==> config.mk <==
export PLATFORM = sky130hd
export DESIGN_NAME = mips_multicycle_controller_flat
export DESIGN_NICKNAME = d
export VERILOG_FILES = /design/src/rtl/mips_multicycle_controller_if.sv /design/src/rtl/mips_multicycle_controller.sv /design/src/flat_wrapper.sv
export SDC_FILE = /design/constraint.sdc
export NUM_CORES = 1
export LEC_CHECK = 0
export CAP_MARGIN = 20
export CORE_UTILIZATION = 41
export CTS_CLUSTER_SIZE = 8
export DETAILED_ROUTE_END_ITERATION = 12
export PLACE_DENSITY = 0.74
export SETUP_SLACK_MARGIN = 0.2
export SYNTH_ARGS = -nofsm -noshare
export SYNTH_HDL_FRONTEND = slang
export SYNTH_SLANG_ARGS = --single-unit
==> constraint.sdc <==
create_clock -name clk -period 1.9 [get_ports clk]
set_clock_uncertainty 0.1 [all_clocks]
set_input_delay 0.38 -clock clk [delete_from_list [all_inputs] [get_ports clk]]
set_output_delay 0.38 -clock clk [all_outputs]
set_load 0.05 [all_outputs]
==> src/rtl/mips_multicycle_controller_if.sv <==
// Control bundle between the multicycle controller and the shared-memory datapath.
// The controller is the master: it consumes IR fields and the ALU zero flag and
// drives every datapath select and enable.
interface mips_multicycle_controller_if;
  logic [5:0] opcode;
  logic [5:0] funct;
  logic       zero;
  logic       iord;
  logic       irwrite;
  logic       memwrite;
  logic       memtoreg;
  logic       regdst;
  logic       regwrite;
  logic       alusrca;
  logic [1:0] alusrcb;
  logic [1:0] pcsrc;
  logic [2:0] alucontrol;
  logic       pcen;
  logic       illegal;

  modport master (
    input  opcode, funct, zero,
    output iord, irwrite, memwrite, memtoreg, regdst, regwrite,
           alusrca, alusrcb, pcsrc, alucontrol, pcen, illegal
  );

  modport slave (
    output opcode, funct, zero,
    input  iord, irwrite, memwrite, memtoreg, regdst, regwrite,
           alusrca, alusrcb, pcsrc, alucontrol, pcen, illegal
  );
endinterface

==> src/rtl/mips_multicycle_controller.sv <==
// Multicycle MIPS control unit: Moore FSM with registered control outputs plus
// the R-type ALU decoder. Outputs are computed for the state being entered and
// registered on the same edge, so they are glitch-free for the whole state.
// pcen (needs zero in BEQ) and illegal (needs the IR opcode in DECODE) are the
// only combinational outputs.
module mips_multicycle_controller #(
  parameter bit ENABLE_ADDI = 1'b1,
  parameter bit ENABLE_J    = 1'b1
) (
  input logic clk,
  input logic reset,
  mips_multicycle_controller_if.master ctl
);

  typedef enum logic [3:0] {
    FETCH, DECODE, MEMADR, MEMRD, MEMWB, MEMWR,
    EXEC, ALUWB, BEQ, ADDIEX, ADDIWB, JMP
  } state_t;

  localparam logic [5:0] OP_RTYPE = 6'b000000;
  localparam logic [5:0] OP_J     = 6'b000010;
  localparam logic [5:0] OP_BEQ   = 6'b000100;
  localparam logic [5:0] OP_ADDI  = 6'b001000;
  localparam logic [5:0] OP_LW    = 6'b100011;
  localparam logic [5:0] OP_SW    = 6'b101011;

  state_t     state_r, next_s;
  // Cleared by reset; the first edge after release spends itself entering FETCH.
  logic       started_r;

  logic       iord_r, irwrite_r, memwrite_r, memtoreg_r, regdst_r, regwrite_r;
  logic       alusrca_r, pcwrite_r, branch_r;
  logic [1:0] alusrcb_r, pcsrc_r;
  logic [2:0] alucontrol_r;

  logic       iord_s, irwrite_s, memwrite_s, memtoreg_s, regdst_s, regwrite_s;
  logic       alusrca_s, pcwrite_s, branch_s;
  logic [1:0] alusrcb_s, pcsrc_s;
  logic [2:0] alucontrol_s;

  // Opcodes the controller knows how to sequence under the current parameters.
  function automatic logic is_legal(input logic [5:0] op);
    logic ok;
    case (op)
      OP_RTYPE, OP_BEQ, OP_LW, OP_SW: ok = 1'b1;
      OP_ADDI:                        ok = ENABLE_ADDI;
      OP_J:                           ok = ENABLE_J;
      default:                        ok = 1'b0;
    endcase
    return ok;
  endfunction

  // R-type funct to ALU operation; unknown functs quietly default to add.
  function automatic logic [2:0] alu_decode(input logic [5:0] fn);
    logic [2:0] op;
    case (fn)
      6'b100000: op = 3'b010;
      6'b100010: op = 3'b110;
      6'b100100: op = 3'b000;
      6'b100101: op = 3'b001;
      6'b101010: op = 3'b111;
      default:   op = 3'b010;
    endcase
    return op;
  endfunction

  // Next-state selection; IR fields are only consulted in DECODE and MEMADR.
  always_comb begin
    next_s = FETCH;
    if (!started_r) begin
      next_s = FETCH;
    end else begin
      case (state_r)
        FETCH:  next_s = DECODE;
        DECODE: begin
          if (!is_legal(ctl.opcode)) begin
            next_s = FETCH;
          end else begin
            case (ctl.opcode)
              OP_LW, OP_SW: next_s = MEMADR;
              OP_RTYPE:     next_s = EXEC;
              OP_BEQ:       next_s = BEQ;
              OP_ADDI:      next_s = ADDIEX;
              OP_J:         next_s = JMP;
              default:      next_s = FETCH;
            endcase
          end
        end
        MEMADR: begin
          if (ctl.opcode == OP_LW) begin
            next_s = MEMRD;
          end else if (ctl.opcode == OP_SW) begin
            next_s = MEMWR;
          end else begin
            next_s = FETCH;
          end
        end
        MEMRD:   next_s = MEMWB;
        EXEC:    next_s = ALUWB;
        ADDIEX:  next_s = ADDIWB;
        default: next_s = FETCH;
      endcase
    end
  end

  // Control values for the state about to be entered (registered below).
  always_comb begin
    iord_s       = 1'b0;
    irwrite_s    = 1'b0;
    memwrite_s   = 1'b0;
    memtoreg_s   = 1'b0;
    regdst_s     = 1'b0;
    regwrite_s   = 1'b0;
    alusrca_s    = 1'b0;
    alusrcb_s    = 2'b00;
    pcsrc_s      = 2'b00;
    alucontrol_s = 3'b000;
    pcwrite_s    = 1'b0;
    branch_s     = 1'b0;
    case (next_s)
      FETCH:  begin irwrite_s = 1'b1; alusrcb_s = 2'b01; alucontrol_s = 3'b010; pcwrite_s = 1'b1; end
      DECODE: begin alusrcb_s = 2'b11; alucontrol_s = 3'b010; end
      MEMADR: begin alusrca_s = 1'b1; alusrcb_s = 2'b10; alucontrol_s = 3'b010; end
      MEMRD:  begin iord_s = 1'b1; end
      MEMWB:  begin memtoreg_s = 1'b1; regwrite_s = 1'b1; end
      MEMWR:  begin iord_s = 1'b1; memwrite_s = 1'b1; end
      EXEC:   begin alusrca_s = 1'b1; alucontrol_s = alu_decode(ctl.funct); end
      ALUWB:  begin regdst_s = 1'b1; regwrite_s = 1'b1; end
      BEQ:    begin alusrca_s = 1'b1; alucontrol_s = 3'b110; pcsrc_s = 2'b01; branch_s = 1'b1; end
      ADDIEX: begin alusrca_s = 1'b1; alusrcb_s = 2'b10; alucontrol_s = 3'b010; end
      ADDIWB: begin regwrite_s = 1'b1; end
      JMP:    begin pcsrc_s = 2'b10; pcwrite_s = 1'b1; end
      default: begin end
    endcase
  end

  // State and output registers; reset parks in FETCH with every write enable off.
  always_ff @(posedge clk or negedge reset) begin
    if (!reset) begin
      state_r      <= FETCH;
      started_r    <= 1'b0;
      iord_r       <= 1'b0;
      irwrite_r    <= 1'b0;
      memwrite_r   <= 1'b0;
      memtoreg_r   <= 1'b0;
      regdst_r     <= 1'b0;
      regwrite_r   <= 1'b0;
      alusrca_r    <= 1'b0;
      alusrcb_r    <= 2'b01;
      pcsrc_r      <= 2'b00;
      alucontrol_r <= 3'b010;
      pcwrite_r    <= 1'b0;
      branch_r     <= 1'b0;
    end else begin
      state_r      <= next_s;
      started_r    <= 1'b1;
      iord_r       <= iord_s;
      irwrite_r    <= irwrite_s;
      memwrite_r   <= memwrite_s;
      memtoreg_r   <= memtoreg_s;
      regdst_r     <= regdst_s;
      regwrite_r   <= regwrite_s;
      alusrca_r    <= alusrca_s;
      alusrcb_r    <= alusrcb_s;
      pcsrc_r      <= pcsrc_s;
      alucontrol_r <= alucontrol_s;
      pcwrite_r    <= pcwrite_s;
      branch_r     <= branch_s;
    end
  end

  assign ctl.iord       = iord_r;
  assign ctl.irwrite    = irwrite_r;
  assign ctl.memwrite   = memwrite_r;
  assign ctl.memtoreg   = memtoreg_r;
  assign ctl.regdst     = regdst_r;
  assign ctl.regwrite   = regwrite_r;
  assign ctl.alusrca    = alusrca_r;
  assign ctl.alusrcb    = alusrcb_r;
  assign ctl.pcsrc      = pcsrc_r;
  assign ctl.alucontrol = alucontrol_r;
  // zero is used live so a taken branch loads the PC in the BEQ cycle itself.
  assign ctl.pcen       = pcwrite_r | (branch_r & ctl.zero);
  assign ctl.illegal    = (state_r == DECODE) && !is_legal(ctl.opcode);

endmodule
==> src/flat_wrapper.sv <==
// flat-port wrapper written by rule: the top's interface ports become plain ports
module mips_multicycle_controller_flat 
#(
  parameter bit ENABLE_ADDI = 1'b1,
  parameter bit ENABLE_J    = 1'b1
)
  (clk, reset, ctl_opcode, ctl_funct, ctl_zero, ctl_iord, ctl_irwrite, ctl_memwrite, ctl_memtoreg, ctl_regdst, ctl_regwrite, ctl_alusrca, ctl_alusrcb, ctl_pcsrc, ctl_alucontrol, ctl_pcen, ctl_illegal);
  mips_multicycle_controller_if ctl_i ();
  input logic clk;
  input logic reset;
  input wire logic [$bits(ctl_i.opcode)-1:0] ctl_opcode;
  input wire logic [$bits(ctl_i.funct)-1:0] ctl_funct;
  input wire logic [$bits(ctl_i.zero)-1:0] ctl_zero;
  output wire logic [$bits(ctl_i.iord)-1:0] ctl_iord;
  output wire logic [$bits(ctl_i.irwrite)-1:0] ctl_irwrite;
  output wire logic [$bits(ctl_i.memwrite)-1:0] ctl_memwrite;
  output wire logic [$bits(ctl_i.memtoreg)-1:0] ctl_memtoreg;
  output wire logic [$bits(ctl_i.regdst)-1:0] ctl_regdst;
  output wire logic [$bits(ctl_i.regwrite)-1:0] ctl_regwrite;
  output wire logic [$bits(ctl_i.alusrca)-1:0] ctl_alusrca;
  output wire logic [$bits(ctl_i.alusrcb)-1:0] ctl_alusrcb;
  output wire logic [$bits(ctl_i.pcsrc)-1:0] ctl_pcsrc;
  output wire logic [$bits(ctl_i.alucontrol)-1:0] ctl_alucontrol;
  output wire logic [$bits(ctl_i.pcen)-1:0] ctl_pcen;
  output wire logic [$bits(ctl_i.illegal)-1:0] ctl_illegal;
  assign ctl_i.opcode = ctl_opcode;
  assign ctl_i.funct = ctl_funct;
  assign ctl_i.zero = ctl_zero;
  assign ctl_iord = ctl_i.iord;
  assign ctl_irwrite = ctl_i.irwrite;
  assign ctl_memwrite = ctl_i.memwrite;
  assign ctl_memtoreg = ctl_i.memtoreg;
  assign ctl_regdst = ctl_i.regdst;
  assign ctl_regwrite = ctl_i.regwrite;
  assign ctl_alusrca = ctl_i.alusrca;
  assign ctl_alusrcb = ctl_i.alusrcb;
  assign ctl_pcsrc = ctl_i.pcsrc;
  assign ctl_alucontrol = ctl_i.alucontrol;
  assign ctl_pcen = ctl_i.pcen;
  assign ctl_illegal = ctl_i.illegal;
  mips_multicycle_controller #(.ENABLE_ADDI(ENABLE_ADDI), .ENABLE_J(ENABLE_J)) u_core (.clk(clk), .reset(reset), .ctl(ctl_i));
endmodule
==> results.sh <==
export IMPL_layout_setup_ws_ps=-224
export IMPL_async_reset_ff_frac=1.00
export IMPL_cp_slowest_cell="or4_4"
export IMPL_portBuffers=30
export IMPL_finalHoldViolCount=0
export IMPL_synth_seq_area_share=0.488
export IMPL_crit_buf_inv=2
export IMPL_cts_hold_buf=0
export IMPL_grt_max_degree=21
export IMPL_antenna_found_initial=0
export IMPL_initial_core_util=0.449
export IMPL_grt_overflow=0
export IMPL_yosys_area_top_type="dfrtp_1"
export IMPL_cts_root_buffer="clkbuf_4"
export IMPL_yosysUniqueCellTypes=39
export IMPL_grt_pass1_vias=1126
export IMPL_synthCells=111
export IMPL_vias=1189
export IMPL_antennaDiodeCount=0
export IMPL_final_max_slew_viol_count=0
export IMPL_multi_input_area_um2=661
export IMPL_final_layout_size_suffix_gt1_frac=0.572
export IMPL_max_freq_ghz=0.471
export IMPL_p_leak_nw=0.792
export IMPL_clock_path_buffers=2
export IMPL_wirelength_um=3400
export IMPL_cts_tree="yes"
export IMPL_synth_most_common_cell="dfrtp_1"
export IMPL_die_h_um=52.1
export IMPL_cts_buffers=3
export IMPL_setup_tns_ps=-1590
export IMPL_power_density_mw_per_mm2=520
export IMPL_io_pin_count=31
export IMPL_track_usage=0.240
export IMPL_die_w_um=52.1
export IMPL_synth_edf_count=0
export IMPL_num_rows=17
export IMPL_netlist_area_leader_share=0.437
export IMPL_power_w=0.000929
export IMPL_timing_final_crit_share=1.12
export IMPL_syn_to_final_growth_pct=73.3
export IMPL_dr_wl_met3_um=159
export IMPL_first_pass_iters=4
export IMPL_grt_pass1_wl_um=4800
export IMPL_slowest_delay_ps=510
export IMPL_synth_cell_area_mm2=0.00103
export IMPL_worstSkewPairLatency_ps=300
export IMPL_fin_nets=189
export IMPL_rsz0062_at_grt="true"
export IMPL_crit_required_ps=2020
export IMPL_cts_sinks=20
export IMPL_period_needed_ps=2120
export IMPL_synthFlopType="dfrtp_1"
export IMPL_placed_area_mm2=0.00155
export IMPL_critPathTopFamily="simple AND/OR/NAND/NOR gates"
export IMPL_status="finished, violations left"
export IMPL_drt_iter0_markers=23
export IMPL_worstSetupStartpointType="primary input"
export IMPL_regArea_um2=508
export IMPL_end_kind="register"
export IMPL_hp_class="in -> async"
export IMPL_path_clk_slew_ps=120
export IMPL_cp_max_fo=4
export IMPL_peakVddDrop_mv=0.352
export IMPL_yosys_top_cells_count="dfrtp_1 (18), a21oi_1 (10), nor2_1 (10), nand2_1 (9), nand3_1 (5)"
export IMPL_stdcell_area_mm2=0.00179
export IMPL_post_drt_wl_per_cell_um=16.9
export IMPL_synthTopCellsByArea="dfrtp_1 (44%), dfstp_2 (5.1%), a21oi_1 (4.9%), nor2_1 (3.6%), nand2_1 (3.3%)"
export IMPL_top_layer_used="met4"
export IMPL_critical_path_class="in -> reg"
export IMPL_drc_errors=0
export IMPL_n_fill_cell=136
export IMPL_yosys_warnings=0
export IMPL_failed_checks="negative setup slack"
export IMPL_dr_wl_met2_um=1710
export IMPL_core_area_mm2=0.00230
export IMPL_die_area_mm2=0.00272
export IMPL_hpwl_um=2160
export IMPL_synth_seq_cells=20
export IMPL_avgSynthCellArea_um2=9.29
export IMPL_h_tree_depth=1
export IMPL_setup_viol=15
export IMPL_drt_met1_wl_um=1470
export IMPL_cp_arrival_ps=2240
export IMPL_drtAntennaViolNets=0
export IMPL_syn_num_nets=126
export IMPL_routabilityCongestion=0.846
export IMPL_path_cells="buf_6, or4_4, o31a_1, buf_4, or4_4, o31a_1, o21ai_1"
export IMPL_maxCapViolCount=0
export IMPL_viasPerCell=5.92
## sequential cells by signal, indices dropped and copies added, names as in the netlist
register,flops
u_core.ctl.memtoreg,1
u_core.ctl.alucontrol,3
u_core.started_r,1
u_core.state_r,4
u_core.ctl.memwrite,1
u_core.ctl.pcsrc,1
u_core.ctl.regwrite,1
u_core.ctl.alusrcb,2
u_core.ctl.regdst,1
u_core.pcwrite_r,1
u_core.ctl.iord,1
u_core.branch_r,1
u_core.ctl.irwrite,1
u_core.ctl.alusrca,1
## cell families after synthesis
kind of cell	count (synthesis)	synth area share
simple gates	49	0.258
compound gates	32	0.201
flops	20	0.488
buf+inv	8	0.0400
xor+xnor	1	0.00850
other cells	1	0.00364
## area by class of cell
cell class,instances,share of cell area
multi-input cells,84,0.370
repair buffers,62,0.304
flip-flops and latches,20,0.284
well taps,28,0.0196
clock buffers,4,0.0147
inverters,3,0.00770
## layer usage
layer	global-route usage	up-vias
met3	0.0351	8
met4	0.105	0
li1	-	528
met1	0.313	602
met5	0	-
met2	0.391	51
## report_power, final
| part | switching, W | internal (W) |
|---|---|---|
| logic | 0.000138 | 0.000133 |
| clock network | 0.000130 | 0.0000817 |
| registers | 0.00000887 | 0.000438 |
## stage by stage
stage	instances	worst slack [ps]	hold WS, ps	util
after global routing	201	-239	321	0.778
after detailed placement	190	-806	606	0.673
final	201	-224	303	0.778
after floorplan	111	-361	-15.6	-
after CTS	198	-274	316	0.731
after global placement	190	-761	589	0.673
## final timing paths
kind                                              from                                  to  slack, ps  cells after the start
setup / recovery                         ctl_opcode[0]          u_core.pcwrite_r$_DFF_PN0_       -220                      7
hold / removal                                   reset         u_core.ctl.regdst$_DFF_PN0_        300                      2
setup reg to reg           u_core.state_r[1]$_DFF_PN0_          u_core.pcwrite_r$_DFF_PN0_        -80                      5
hold reg to reg             u_core.started_r$_DFF_PN0_  u_core.ctl.alucontrol[1]$_DFF_PN1_        650                      2
max in group asynchronous                        reset  u_core.ctl.alucontrol[1]$_DFF_PN1_       1120                      2
min in group clk                          ctl_funct[3]  u_core.ctl.alucontrol[0]$_DFF_PN0_        570                      3
## cell usage in the layout (no fill, tap or decap), drive strengths merged, types with 4 or more instances in the layout
master | Yosys | final
a21oi | 10 | 10
buf | 2 | 52
clkbuf | 3 | 4
clkdlybuf4s50 | 0 | 8
dfrtp | 18 | 18
nand2 | 9 | 9
nand3 | 5 | 5
nor2 | 12 | 12
o21ai | 5 | 5
## repair_timing
action,CTS,global route
resized for setup,43,26
endpoints found under the setup margin,20,19
setup buffers,3,3
gates cloned,1,0
pin swaps,13,20
endpoints found under the hold margin,0,0
No activity file was read; power rests on OpenSTA's default activity.
